## src/rtl/keypad_pkg.sv

```systemverilog
// Shared types and helpers for the 4x4 keypad scanner.
// Frame bit 4*c+r set means key (column c, row r) is pressed.
package keypad_pkg;

    localparam int ROWS  = 4;
    localparam int COLS  = 4;
    localparam int KEY_W = 4;

    typedef logic [ROWS*COLS-1:0] frame_t;

    // Clearing the lowest set bit leaves something only if two or more bits were set.
    function automatic logic popcount_ge2(frame_t f);
        return (f & (f - frame_t'(1))) != '0;
    endfunction

    // Bit index 4*c+r is already the key code {c[1:0], r[1:0]}.
    function automatic logic [KEY_W-1:0] encode_onehot(frame_t f);
        logic [KEY_W-1:0] code;
        code = '0;
        for (int i = 0; i < ROWS*COLS; i++) begin
            if (f[i]) code = KEY_W'(i);
        end
        return code;
    endfunction

endpackage

```

## src/rtl/sync2.sv

```systemverilog
// Generic two-flop synchronizer for asynchronous inputs.
// RESET_VAL lets active-low lines come out of reset in their idle state.
module sync2 #(
    parameter int                 WIDTH     = 1,
    parameter logic [WIDTH-1:0]   RESET_VAL = '1
) (
    input  logic             clk_i,
    input  logic             rst_ni,
    input  logic [WIDTH-1:0] d_i,
    output logic [WIDTH-1:0] q_o
);

    logic [WIDTH-1:0] meta_q;
    logic [WIDTH-1:0] sync_q;

    always_ff @(posedge clk_i or negedge rst_ni) begin
        if (!rst_ni) begin
            meta_q <= RESET_VAL;
            sync_q <= RESET_VAL;
        end else begin
            meta_q <= d_i;
            sync_q <= meta_q;
        end
    end

    assign q_o = sync_q;

endmodule

```

## src/rtl/keypad_scan.sv

```systemverilog
// 4x4 matrix keypad scanner: rotates an active-low column drive, builds a
// pressed map per frame, debounces whole frames and reports clean key events.
module keypad_scan
    import keypad_pkg::*;
#(
    parameter int SCAN_DIV = 17,
    parameter int DEBOUNCE = 3
) (
    input  logic             clk,
    input  logic             rst,
    input  logic [ROWS-1:0]  row,
    output logic [COLS-1:0]  col,
    output logic [KEY_W-1:0] key,
    output logic             key_valid,
    output logic             key_down,
    output logic             multi
);

    localparam int               STB_W   = $clog2(DEBOUNCE + 1);
    localparam logic [STB_W-1:0] STB_MAX = STB_W'(DEBOUNCE);

    logic [ROWS-1:0]     rowSync;
    logic [SCAN_DIV-1:0] cnt_q, cnt_d;
    logic [1:0]          ci_q, ci_d;
    frame_t              frame_q, frame_d;
    frame_t              prev_q, prev_d;
    frame_t              committed_q, committed_d;
    logic [STB_W-1:0]    stable_q, stable_d;
    logic [KEY_W-1:0]    key_q, key_d;
    logic                keyValid_q, keyValid_d;
    logic                keyDown_q, keyDown_d;
    logic                multi_q, multi_d;
    logic                tick;
    logic                frameDone;
    logic                commit;
    frame_t              scanFrame;

    sync2 #(
        .WIDTH     (ROWS),
        .RESET_VAL ({ROWS{1'b1}})
    ) u_rowSync (
        .clk_i  (clk),
        .rst_ni (rst),
        .d_i    (row),
        .q_o    (rowSync)
    );

    always_comb begin
        cnt_d       = cnt_q + SCAN_DIV'(1);
        tick        = &cnt_q;
        ci_d        = ci_q;
        frame_d     = frame_q;
        prev_d      = prev_q;
        stable_d    = stable_q;
        committed_d = committed_q;
        key_d       = key_q;
        keyValid_d  = 1'b0;
        keyDown_d   = keyDown_q;
        multi_d     = multi_q;
        frameDone   = 1'b0;
        commit      = 1'b0;

        // The frame as it will look once the current column's sample lands.
        scanFrame = frame_q;
        scanFrame[{ci_q, 2'b00} +: ROWS] = ~rowSync;

        if (tick) begin
            frame_d   = scanFrame;
            ci_d      = ci_q + 2'd1;
            frameDone = (ci_q == 2'd3);
        end

        if (frameDone) begin
            if (scanFrame != prev_q) begin
                prev_d   = scanFrame;
                stable_d = STB_W'(1);
                commit   = (DEBOUNCE == 1);
            end else if (stable_q != STB_MAX) begin
                stable_d = stable_q + STB_W'(1);
                commit   = (stable_d == STB_MAX);
            end
        end

        // Only an idle-to-single-key transition counts as a press event.
        if (commit) begin
            committed_d = scanFrame;
            keyDown_d   = |scanFrame;
            multi_d     = popcount_ge2(scanFrame);
            if (committed_q == '0 && scanFrame != '0 && !popcount_ge2(scanFrame)) begin
                key_d      = encode_onehot(scanFrame);
                keyValid_d = 1'b1;
            end
        end
    end

    always_ff @(posedge clk or negedge rst) begin
        if (!rst) begin
            cnt_q       <= '0;
            ci_q        <= '0;
            frame_q     <= '0;
            prev_q      <= '0;
            committed_q <= '0;
            stable_q    <= '0;
            key_q       <= '0;
            keyValid_q  <= 1'b0;
            keyDown_q   <= 1'b0;
            multi_q     <= 1'b0;
        end else begin
            cnt_q       <= cnt_d;
            ci_q        <= ci_d;
            frame_q     <= frame_d;
            prev_q      <= prev_d;
            committed_q <= committed_d;
            stable_q    <= stable_d;
            key_q       <= key_d;
            keyValid_q  <= keyValid_d;
            keyDown_q   <= keyDown_d;
            multi_q     <= multi_d;
        end
    end

    assign col       = ~(COLS'(1) << ci_q);
    assign key       = key_q;
    assign key_valid = keyValid_q;
    assign key_down  = keyDown_q;
    assign multi     = multi_q;

endmodule

```

## config.mk

```make
export PLATFORM = sky130hd
export DESIGN_NAME = keypad_scan
export DESIGN_NICKNAME = d
export VERILOG_FILES = /design/src/rtl/keypad_pkg.sv /design/src/rtl/sync2.sv /design/src/rtl/keypad_scan.sv
export SDC_FILE = /design/constraint.sdc
export NUM_CORES = 1
export LEC_CHECK = 0
export BUFFER_PORTS_ARGS = -buffer_cell sky130_fd_sc_hd__buf_2
export CORE_ASPECT_RATIO = 0.8
export CORE_MARGIN = 4
export CORE_UTILIZATION = 45
export CTS_CLUSTER_DIAMETER = 150
export DETAILED_ROUTE_END_ITERATION = 12
export PLACE_DENSITY_LB_ADDON = 0.25
export SLEW_MARGIN = 20
export SYNTH_ARGS = -nofsm -noshare
export SYNTH_HDL_FRONTEND = slang
export SYNTH_SLANG_ARGS = --single-unit
export TNS_END_PERCENT = 30
```

## constraint.sdc

```tcl
create_clock -name clk -period 3.8 [get_ports clk]
set_input_delay 0.38 -clock clk [delete_from_list [all_inputs] [get_ports clk]]
set_output_delay 0.38 -clock clk [all_outputs]
set_load 0.03 [all_outputs]
```

==> results.yml <==
outcome:
  status: "finished, final reports clean"
power:
  ir_drop_uv: 195
  cellPowerDensity_nw_per_um2: 377
  p_leak_nw: 2.19
  power_w: 0.00187
sta:
  hold_violations: 0
  max_slew_margin: 0.496
  skew_ps: 8.06
  period_share: 0.946
  setup_tns_ps: 0
  rsz0062_at_grt: "false"
  setup-violations-final: 0
  fmax_mhz: 278
  fin_crit_ps: 3600
  maxSlewViolCount: 0
  worst_pin_slew_ps: 756
routing:
  vias: 3362
  drt-initial-drc-count: 370
  wirelength_um: 10600
  ant_nets: 0
  drcViolationCount: 0
  dr.pass1.iters: 5
  avgViaCountPerCell: 5.88
  wire_per_inst_um: 18.6
floorplanning:
  core_um2: 9230
  rows: 31
  io_pins: 17
  fp.dieH_um: 95.8
  initial_utilization: 0.470
  die_w_um: 118
  die_area_um2: 11300
yosys:
  synthesis.nets: 439
  yosysMostFrequentCell: "dfrtp_1"
  ys_ff_latch: 84
  asyncSetResetFlopFracSynth: 1.00
  ys_top_cells_by_count: "dfrtp_1 (76), nand2_1 (33), a21oi_1 (23), nor2_1 (23)"
  synth_edf_count: 0
  syn_avg_cell_area_um2: 10.2
  synthFlopType: "dfrtp_1"
  yosys-top-cells-area: "dfrtp_1 (44%), dfstp_2 (4.8%), xnor2_1 (3.6%), mux2_2 (3.4%), nand2_1 (2.9%)"
  ys_warn_count: 0
  synth_top_area_frac: 0.438
  netlist_area_um2: 4340
  seq_area_frac_synth: 0.487
  syn_inst: 424
  yosysTopAreaCell: "dfrtp_1"
  ys_types: 64
layout:
  drive_above_1_share: 0.188
  fin_nets: 467
  n_fill_cell: 823
  regArea_um2: 2110
  area_delta_synth_final_pct: 14.3
  antennaDiodeCount: 0
  multiInputGateArea_um2: 2070
worst_setup_path:
  r2r_end: "prev_q[13]"
  critPathArrivalTime_ps: 3820
  slowest_delay_ps: 420
  cp_max_fo: 11
  path_cells: "inv_1 -> ha_1 -> or3b_1 -> buf_4 -> o32a_1 -> xnor2_1 -> nor4_4 -> nand4_1 -> nand2_1 -> mux2_2"
  crit_slowest_cell: "ha_1"
  start_kind: "flop"
  ff2ff_path_depth: 10
  timing.rr.start: "ci_q[1]"
  end_kind: "flop"
  critPathRequiredTime_ps: 4020
  r2r_setup_slack_ps: 200
  critPathKind: "flop to flop"
grt:
  grt_overflow: 0
  gr-usage-all-layers: 0.200
  grt_first_pass_wirelength_um: 17500
  antenna_found_initial: 0
  grt_pass1_vias: 3271
  grt_max_degree: 85
clock_network:
  clk_path_buf_depth: 2
  cts-hold-fix-buffers: 0
  cts-buffers-inserted: 9
  h-tree-depth: 3
  cts_tree: "built"
  post_cts_buffers: 0
  clockRootBuffer: "clkbuf_16"
  cts_sinks: 84
  cts-resized-gates: 0
  clock_latency_ps: 340
  clk_pin_slew_ps: 70
run:
  maxCapViolCount: 0
worst_hold_path:
  hold_class: "input pin to asynchronous set/reset pin"
placed_design:
  port_buffers: 16
  place_congestion: 0.926
  hpwlAfterDp_um: 7740
stage by stage:
step	hold WS, ps	instances	area (um2)	utilization	setup slack [ps]
after floorplan	84.4	424	4340	-	223
after CTS	130	572	4950	0.537	241
final	64.0	572	4960	0.537	205
after global placement	347	556	4640	0.503	373
after detailed placement	347	556	4640	0.503	274
after global routing	129	572	4960	0.537	12.7
flip-flops by register name, summed over array words and instances (netlist names):
name / count
prev_q: 16
key_valid: 1
stable_q: 2
multi: 1
cnt_q: 17
committed_q: 16
key: 4
key_down: 1
u_rowSync.meta_q: 4
u_rowSync.q_o: 4
frame_q: 16
ci_q: 2
layout by cell type (no fill, tap or decap), types with 3 or more instances in the layout:
master,synthesis,layout
a21oi_1,23,23
a31oi_1,4,4
and2_1,8,8
and4_1,3,3
buf_2,5,15
buf_4,0,22
clkbuf_16,0,9
dfrtp_1,76,76
dfstp_2,8,8
ha_1,9,9
inv_1,20,20
maj3_1,4,4
mux2_2,13,13
mux2_4,3,3
nand2_1,33,33
nand2b_1,13,13
nand3_1,9,9
nand4_1,7,7
nor2_1,23,23
nor2b_1,3,3
nor3_1,8,8
nor4_1,11,11
o211ai_1,3,3
o21ai_0,20,20
o21ai_1,13,13
o22ai_1,4,4
o31a_1,4,4
o31ai_1,3,3
o32a_1,5,5
o32ai_1,7,7
or4b_1,3,3
xnor2_1,18,18
xor2_1,7,7
layout make-up:
class	instances	share of cell area
Clock inverter	6	0.0144
Multi-Input combinational cell	299	0.417
Clock buffer	10	0.0482
Sequential cell	84	0.426
Timing Repair Buffer	38	0.0507
Inverter	20	0.0151
Tap cell	115	0.0290
cell families (layout without fill, tap and decap cells):
| family | after synthesis | in the layout | synth area share |
|---|---|---|---|
| AO/OA/AOI/OAI | 104 | 104 | 0.159 |
| XOR/XNOR | 25 | 25 | 0.0505 |
| buffers and inverters | 41 | 74 | 0.0369 |
| adder cells (fa/ha/maj) | 13 | 13 | 0.0352 |
| flip-flops | 84 | 84 | 0.487 |
| multiplexers | 17 | 17 | 0.0464 |
| AND/OR/NAND/NOR | 140 | 140 | 0.185 |
power by group:
group          switching [W]  internal, W
combinational      0.0000372    0.0000164
clock               0.000369     0.000534
sequential        0.00000866     0.000902
critical path, delay by kind of cell, from the launching register on:
kind,cells,cell delay (ps)
adders and majority gates,1,420
DFF,1,370
AOI/OAI and AO/OA,1,400
muxes,1,380
and+or+nand+nor,4,1400
buffers and inverters,2,300
xor gates and xnor gates,1,180
layer usage:
metal  routed length (um)  track usage  vias to the layer above  share of wire
met5                    0            0                        -              0
met3                  807       0.0505                       24          0.076
met1                 5100        0.281                     1618           0.48
met2                 4460        0.297                      125           0.42
met4                  282       0.0810                        0          0.026
li1                     -            -                     1595              -
worst max-delay path by stage:
stage	slack [ps]	end	startpoint	cells past startpoint
6_report	200	prev_q[13]	ci_q[1]	10
5_1_grt	10	prev_q[13]	ci_q[0]	11
4_1_cts	240	prev_q[13]	ci_q[1]	10
3_5_place_dp	270	prev_q[13]	ci_q[1]	10
3_3_place_gp	370	key[0]	ci_q[1]	10
2_1_floorplan	220	key[2]	ci_q[0]	11
Note: power is estimated with default switching activity, not from simulation.
